### config.mk
export PLATFORM = sky130hd
export DESIGN_NAME = pcap_axis_deframer
export DESIGN_NICKNAME = d
export VERILOG_FILES = /design/src/rtl/pcap_axis_deframer.sv
export SDC_FILE = /design/constraint.sdc
export NUM_CORES = 1
export LEC_CHECK = 0
export ABC_AREA = 1
export CAP_MARGIN = 20
export CORE_ASPECT_RATIO = 0.9
export CORE_UTILIZATION = 55
export CTS_BUF_LIST = sky130_fd_sc_hd__clkbuf_4 sky130_fd_sc_hd__clkbuf_8
export CTS_CLUSTER_SIZE = 16
export DETAILED_ROUTE_END_ITERATION = 8
export PLACE_DENSITY = 0.92
export SLEW_MARGIN = 30
export SYNTH_ARGS = -nofsm -noshare
export SYNTH_HDL_FRONTEND = slang
export SYNTH_SLANG_ARGS = --single-unit
export TNS_END_PERCENT = 1
### constraint.sdc
create_clock -name clk -period 5.9 [get_ports clk]
set_clock_uncertainty 0.2 [all_clocks]
set_input_delay 1.77 -clock clk [delete_from_list [all_inputs] [get_ports clk]]
set_output_delay 1.77 -clock clk [all_outputs]
set_load 0.05 [all_outputs]
### src/rtl/pcap_axis_deframer.sv
// pcap_axis_deframer: strips the 2-word PCAP record header and serialises the payload onto 8-bit AXIS.
// Optional build macro PCAP_DEFRAMER_LEN_CHECK_EN adds a byte-count vs frame-length check (err_len_mismatch).
module pcap_axis_deframer #(
    parameter int AXI_DATA_WIDTH  = 64,
    parameter int KEEP_WIDTH      = AXI_DATA_WIDTH / 8,
    parameter int AXIS_USER_WIDTH = 1,
    parameter int FRAME_LEN_WIDTH = 16
) (
    input  logic                       clk,
    input  logic                       rst,
    input  logic [AXI_DATA_WIDTH-1:0]  s_axis_tdata,
    input  logic [KEEP_WIDTH-1:0]      s_axis_tkeep,
    input  logic                       s_axis_tvalid,
    output logic                       s_axis_tready,
    input  logic                       s_axis_tlast,
    input  logic [AXIS_USER_WIDTH-1:0] s_axis_tuser,
    output logic [7:0]                 m_axis_tdata,
    output logic                       m_axis_tvalid,
    input  logic                       m_axis_tready,
    output logic                       m_axis_tlast,
    output logic                       m_axis_tuser,
    output logic [31:0]                hdr_ts_sec,
    output logic [31:0]                hdr_ts_nsec,
    output logic [FRAME_LEN_WIDTH-1:0] hdr_frame_len,
    output logic                       hdr_valid,
    output logic                       err_truncated,
    output logic [31:0]                frame_count
`ifdef PCAP_DEFRAMER_LEN_CHECK_EN
    ,
    output logic                       err_len_mismatch
`endif
);

    typedef enum logic [1:0] {ST_TS, ST_LEN, ST_PAYLOAD} state_t;

    localparam logic [FRAME_LEN_WIDTH-1:0] CNT_MAX = '1;

    state_t state_q, state_d;

    logic [AXI_DATA_WIDTH-1:0]  hold_data_q;
    logic [KEEP_WIDTH-1:0]      hold_keep_q;
    logic                       hold_last_q;
    logic                       hold_user_q;
    logic                       hold_vld_q;
    logic [AXI_DATA_WIDTH-1:0]  ts_stage_q;
    logic [AXI_DATA_WIDTH-1:0]  hdr_ts_q;
    logic [FRAME_LEN_WIDTH-1:0] hdr_len_q;
    logic [FRAME_LEN_WIDTH-1:0] byte_cnt_q;
    logic [FRAME_LEN_WIDTH-1:0] byte_cnt_inc;
    logic                       hdr_valid_q;
    logic                       err_trunc_q;
    logic [31:0]                frame_cnt_q;

    logic                  s_ready;
    logic                  s_hs;
    logic                  load_ts;
    logic                  load_hdr;
    logic                  load_hold;
    logic                  trunc;
    logic [KEEP_WIDTH-1:0] low_bit;
    logic [KEEP_WIDTH-1:0] rest;
    logic                  byte_avail;
    logic                  marker;
    logic                  m_hs;
    logic                  final_lane;
    logic                  final_hs;
    logic                  last_byte;
    logic                  close_byte;
    logic                  close_marker;
    logic                  trunc_marker;
    logic [7:0]            m_byte;

    // Remaining lanes of the held word are tracked as a shrinking keep mask;
    // a held word with an empty mask is a tlast-only marker closing the record.
    assign low_bit      = hold_keep_q & (~hold_keep_q + KEEP_WIDTH'(1));
    assign rest         = hold_keep_q & ~low_bit;
    assign byte_avail   = hold_vld_q & (|hold_keep_q);
    assign marker       = hold_vld_q & ~(|hold_keep_q);
    assign final_lane   = ~(|rest);
    assign m_hs         = byte_avail & m_axis_tready;
    assign final_hs     = m_hs & final_lane;
    assign last_byte    = byte_avail & final_lane & hold_last_q;
    assign close_byte   = final_hs & hold_last_q;
    assign close_marker = marker & (byte_cnt_q != '0);
    assign trunc_marker = marker & (byte_cnt_q == '0);
    assign byte_cnt_inc = (byte_cnt_q == CNT_MAX) ? byte_cnt_q : byte_cnt_q + 1'b1;
    assign s_axis_tready = s_ready & ~rst;
    assign s_hs          = s_axis_tvalid & s_axis_tready;

    // Select the lowest still-pending lane of the held word.
    always_comb begin
        m_byte = '0;
        for (int i = KEEP_WIDTH - 1; i >= 0; i--) begin
            if (hold_keep_q[i]) begin
                m_byte = hold_data_q[i*8 +: 8];
            end
        end
    end

    // Next-state and per-cycle control for the header/payload sequencer.
    always_comb begin
        state_d   = state_q;
        s_ready   = 1'b0;
        load_ts   = 1'b0;
        load_hdr  = 1'b0;
        load_hold = 1'b0;
        trunc     = 1'b0;
        unique case (state_q)
            ST_TS: begin
                s_ready = 1'b1;
                if (s_hs) begin
                    if (s_axis_tlast) begin
                        trunc = 1'b1;
                    end else begin
                        load_ts = 1'b1;
                        state_d = ST_LEN;
                    end
                end
            end
            ST_LEN: begin
                s_ready = 1'b1;
                if (s_hs) begin
                    state_d = s_axis_tlast ? ST_TS : ST_PAYLOAD;
                    trunc    = s_axis_tlast;
                    load_hdr = ~s_axis_tlast;
                end
            end
            ST_PAYLOAD: begin
                // Never pull in the next record's header while a tlast word drains.
                s_ready   = ~hold_vld_q | (final_hs & ~hold_last_q);
                load_hold = s_hs & ((|s_axis_tkeep) | s_axis_tlast);
                trunc     = trunc_marker;
                if (close_byte | close_marker | trunc_marker) begin
                    state_d = ST_TS;
                end
            end
            default: state_d = ST_TS;
        endcase
    end

    // State register.
    always_ff @(posedge clk) begin
        if (rst) state_q <= ST_TS;
        else     state_q <= state_d;
    end

    // Payload hold register: loaded per accepted word, drained one lane per output handshake.
    always_ff @(posedge clk) begin
        if (rst) begin
            hold_data_q <= '0;
            hold_keep_q <= '0;
            hold_last_q <= 1'b0;
            hold_user_q <= 1'b0;
            hold_vld_q  <= 1'b0;
        end else if (load_hold) begin
            hold_data_q <= s_axis_tdata;
            hold_keep_q <= s_axis_tkeep;
            hold_last_q <= s_axis_tlast;
            hold_user_q <= s_axis_tuser[0];
            hold_vld_q  <= 1'b1;
        end else begin
            if (m_hs)               hold_keep_q <= rest;
            if (final_hs | marker)  hold_vld_q  <= 1'b0;
        end
    end

    // Header capture: word0 is staged so a truncated record never disturbs hdr_*.
    always_ff @(posedge clk) begin
        if (rst) begin
            ts_stage_q  <= '0;
            hdr_ts_q    <= '0;
            hdr_len_q   <= '0;
            hdr_valid_q <= 1'b0;
            err_trunc_q <= 1'b0;
        end else begin
            if (load_ts) ts_stage_q <= s_axis_tdata;
            if (load_hdr) begin
                hdr_ts_q  <= ts_stage_q;
                hdr_len_q <= s_axis_tdata[FRAME_LEN_WIDTH-1:0];
            end
            hdr_valid_q <= load_hdr;
            err_trunc_q <= trunc;
        end
    end

    // Per-record byte counter and completed-record counter.
    always_ff @(posedge clk) begin
        if (rst) begin
            byte_cnt_q  <= '0;
            frame_cnt_q <= '0;
        end else begin
            if (state_q == ST_TS) byte_cnt_q <= '0;
            else if (m_hs)        byte_cnt_q <= byte_cnt_inc;
            if (close_byte | close_marker) frame_cnt_q <= frame_cnt_q + 32'd1;
        end
    end

`ifdef PCAP_DEFRAMER_LEN_CHECK_EN
    logic err_len_q;
    logic byte_mismatch;
    logic marker_mismatch;

    assign byte_mismatch   = byte_cnt_inc != hdr_len_q;
    assign marker_mismatch = byte_cnt_q != hdr_len_q;

    // Length mismatch pulse at record close.
    always_ff @(posedge clk) begin
        if (rst) err_len_q <= 1'b0;
        else     err_len_q <= (close_byte & byte_mismatch) | (close_marker & marker_mismatch);
    end

    assign m_axis_tuser     = last_byte & (hold_user_q | byte_mismatch);
    assign err_len_mismatch = err_len_q;
`else
    assign m_axis_tuser = last_byte & hold_user_q;
`endif

    assign m_axis_tdata  = m_byte;
    assign m_axis_tvalid = byte_avail;
    assign m_axis_tlast  = last_byte;
    assign hdr_ts_sec    = hdr_ts_q[31:0];
    assign hdr_ts_nsec   = hdr_ts_q[63:32];
    assign hdr_frame_len = hdr_len_q;
    assign hdr_valid     = hdr_valid_q;
    assign err_truncated = err_trunc_q;
    assign frame_count   = frame_cnt_q;

endmodule

==> impl_metrics.ini <==
[run_status]
outcome = finished clean

[yosys]
yosys_warnings = 0
synthArstFlopShare_pct = 0
synth_edf_count = 0
synth_nets = 1732
synth_top_area_share_pct = 46.80
synth-seq-cells = 271
synth_area_leaders = dfxtp_1 47%, nand2_1 15%, a21oi_1 8.4%
seq_area_frac_synth_pct = 46.80
postSynthCellCount = 1651
synth_ff_type = dfxtp_1
yosysMostFrequentCell = nand2_1
synth.avg_cell_area_um2 = 7.021
synth_commonest_cells = 469 x nand2_1, 271 x dfxtp_1, 194 x a21oi_1
yosysUniqueCellTypes = 32
synth_area_um2 = 11590
yosysTopAreaCell = dfxtp_1

[worst_setup_path]
worst-path-buf-inv = 2
required_ns = 3.93
cp_top_family = compound AO/OA/AOI/OAI gates
start_kind = flip-flop
slowest_stage = clkdlybuf4s50_1
worst_ep_arrival_time_ns = 3.28
crit_start = hold_keep_q[6]
path_class = reg2out
crit_fanout = 9
cp-end-kind = output port
slowest_delay_ns = 0.87
cp_cell_sequence = clkinv_1, nand2_1, o221ai_1, o21ai_0, o211ai_1, o21ai_0, o21ai_0, clkdlybuf4s50_1
timing.rr.start = hold_keep_q[3]
path_common_cell = o21ai_0

[routing]
firstDrtPassIters = 5
vias_per_cell = 5.366
routed-via-count = 11504
routed_wl_mm = 32.60
wl_per_cell_um = 15.21
ant_nets = 0
drt_iter0_drc = 999
drc = 0

[floorplan]
io_pins = 204
num_rows = 50
fp.coreArea_um2 = 20710
die_x_um = 155.0
die_y_um = 139.7
initial_core_util_pct = 55.98
design.die.area_um2 = 21660

[flow_run]
max_cap_violations = 0

[timing]
finalSetupTns_ns = 0
setup_violations = 0
timing.final.crit_share_pct = 89.01
finalHoldViolations = 0
fmax_mhz = 190.4
drv_slew = 0
rsz0062_at_grt = false
hold_slack_ns = 0.2574
worst_pin_slew_ns = 0.9980
max_slew_margin_pct = 32.85
period_minus_slack_ns = 5.252

[cells_and_area]
area_delta_synth_final_pct = 26.69
antenna_cells = 0
regArea_um2 = 5425
multi_input_area_um2 = 5146
final_area_um2 = 14690
layout-drive-gt1-share_pct = 5.813
nets = 1905
fill_cells = 1644

[grt]
grt_pass1_wl_mm = 52.03
grt_pass1_vias = 10666
grtUsageTotal_pct = 29.39
gr-total-overflow = 0
grt_max_degree = 109
antenna_found_initial = 0

[pwr]
p_per_area_nw_per_um2 = 260.9
ir_worst_vdd_mv = 0.1733
p_leak_uw = 0.005583

[placed_design]
io_buffer_count = 203
dp.final_hpwl_mm = 21.77
gp_congestion = 0.9500
placed_cell_area_um2 = 13720

[clock_tree]
post_cts_resized = 0
clockBufferDepth = 3
post_cts_buffers = 0
cts_inserted_buffers = 43
holdBufCountCts = 0
cts.htree.levels = 2
cts_root_buf = clkbuf_8
clock-sinks = 271
clkSlewWorstSetupHoldPaths_ns = 0.06
clock_latency_ns = 0.55
cts_tree = done

[worst_hold_path]
hp-class = reg2reg
min_from = hold_data_q[56]
sequential cells by signal, indices dropped and copies added (netlist names), 2 cells and up:
| register | count |
|---|---|
| byte_cnt_q | 16 |
| hdr_frame_len | 16 |
| hold_data_q | 64 |
| state_q | 2 |
| ts_stage_q | 64 |
| hdr_ts_q | 64 |
| hold_keep_q | 8 |
| frame_count | 32 |
power breakdown:
group	switching [uW]	internal [uW]	leakage, uW	total [uW]
Sequential	13.9	1860	0.00219	1870
Combinational	124	80.4	0.00288	204
Clock	739	1020	0.000516	1760
through the flow:
stage | worst slack [ns] | cells | total power, uW | utilization [%]
final | 0.6482 | 2144 | 3832 | 70.92
after global routing | 0.4994 | 2144 | 3960 | 70.92
after CTS | 0.7203 | 2144 | 3849 | 70.92
after detailed placement | 0.7644 | 2065 | 2110 | 66.24
after global placement | 0.8082 | 2065 | 2103 | 66.22
after floorplan | 0.7608 | 1651 | 2014 | -
cells in the final DEF, fill, tap and decap left out, drive strengths merged, types with 14 or more instances in the layout:
cell,count
o21ai,55
a22oi,16
a21oi,194
nor3,41
clkbuf,69
nand3,83
nand2,470
nand4,21
inv,162
buf,18
xor2,18
nor2,178
dfxtp,271
clkdlybuf4s50,201
nor4,14
worst paths after layout:
path                           to  slack [ns]  depth (start not counted)
hold reg to reg   hold_data_q[56]        0.26                          2
setup reg to reg   ts_stage_q[25]        2.33                         15
setup / recovery  m_axis_tdata[3]        0.65                          8
hold / removal    hold_data_q[56]        0.26                          2
layer usage:
metal | GRT usage, % | vias up | routed length [um]
li1 | - | 5643 | -
met1 | 39.03 | 5329 | 13950
met2 | 48.03 | 463 | 15170
met3 | 5.419 | 69 | 2714
met4 | 9.849 | 0 | 773
met5 | 0 | - | 0
cell type report:
class                      instances  share of cell area, %
clock buffer                      69                  5.870
clock inverter                    10                 0.7242
inverter                         163                  4.166
multi-input combinational       1126                  35.04
sequential                       271                  36.94
tap                              286                  2.437
timing repair buffer             219                  14.82
worst register-to-register path: stages, from the launching register on:
cell     delay (ns)
dfxtp_1        0.46
nor2_1         0.24
nand2_1        0.12
nand2_1        0.08
nand3_1        0.09
nor2_1         0.36
nand4_1        0.21
nand2_1        0.14
nand2_1        0.11
nor2_4         0.13
buf_4          0.49
nand3_4        0.11
buf_4          0.35
nand2_1        0.23
nand2_1        0.07
nor2_1         0.11
cells by family after synthesis:
family,after synthesis,share of synthesized area (%)
buf+inv,254,8.992
compound gates,288,13.34
flops,271,46.80
xor+xnor,23,1.738
fa+ha+maj,3,0.3239
simple gates,812,28.80
Power figures use the tool's default switching activity.
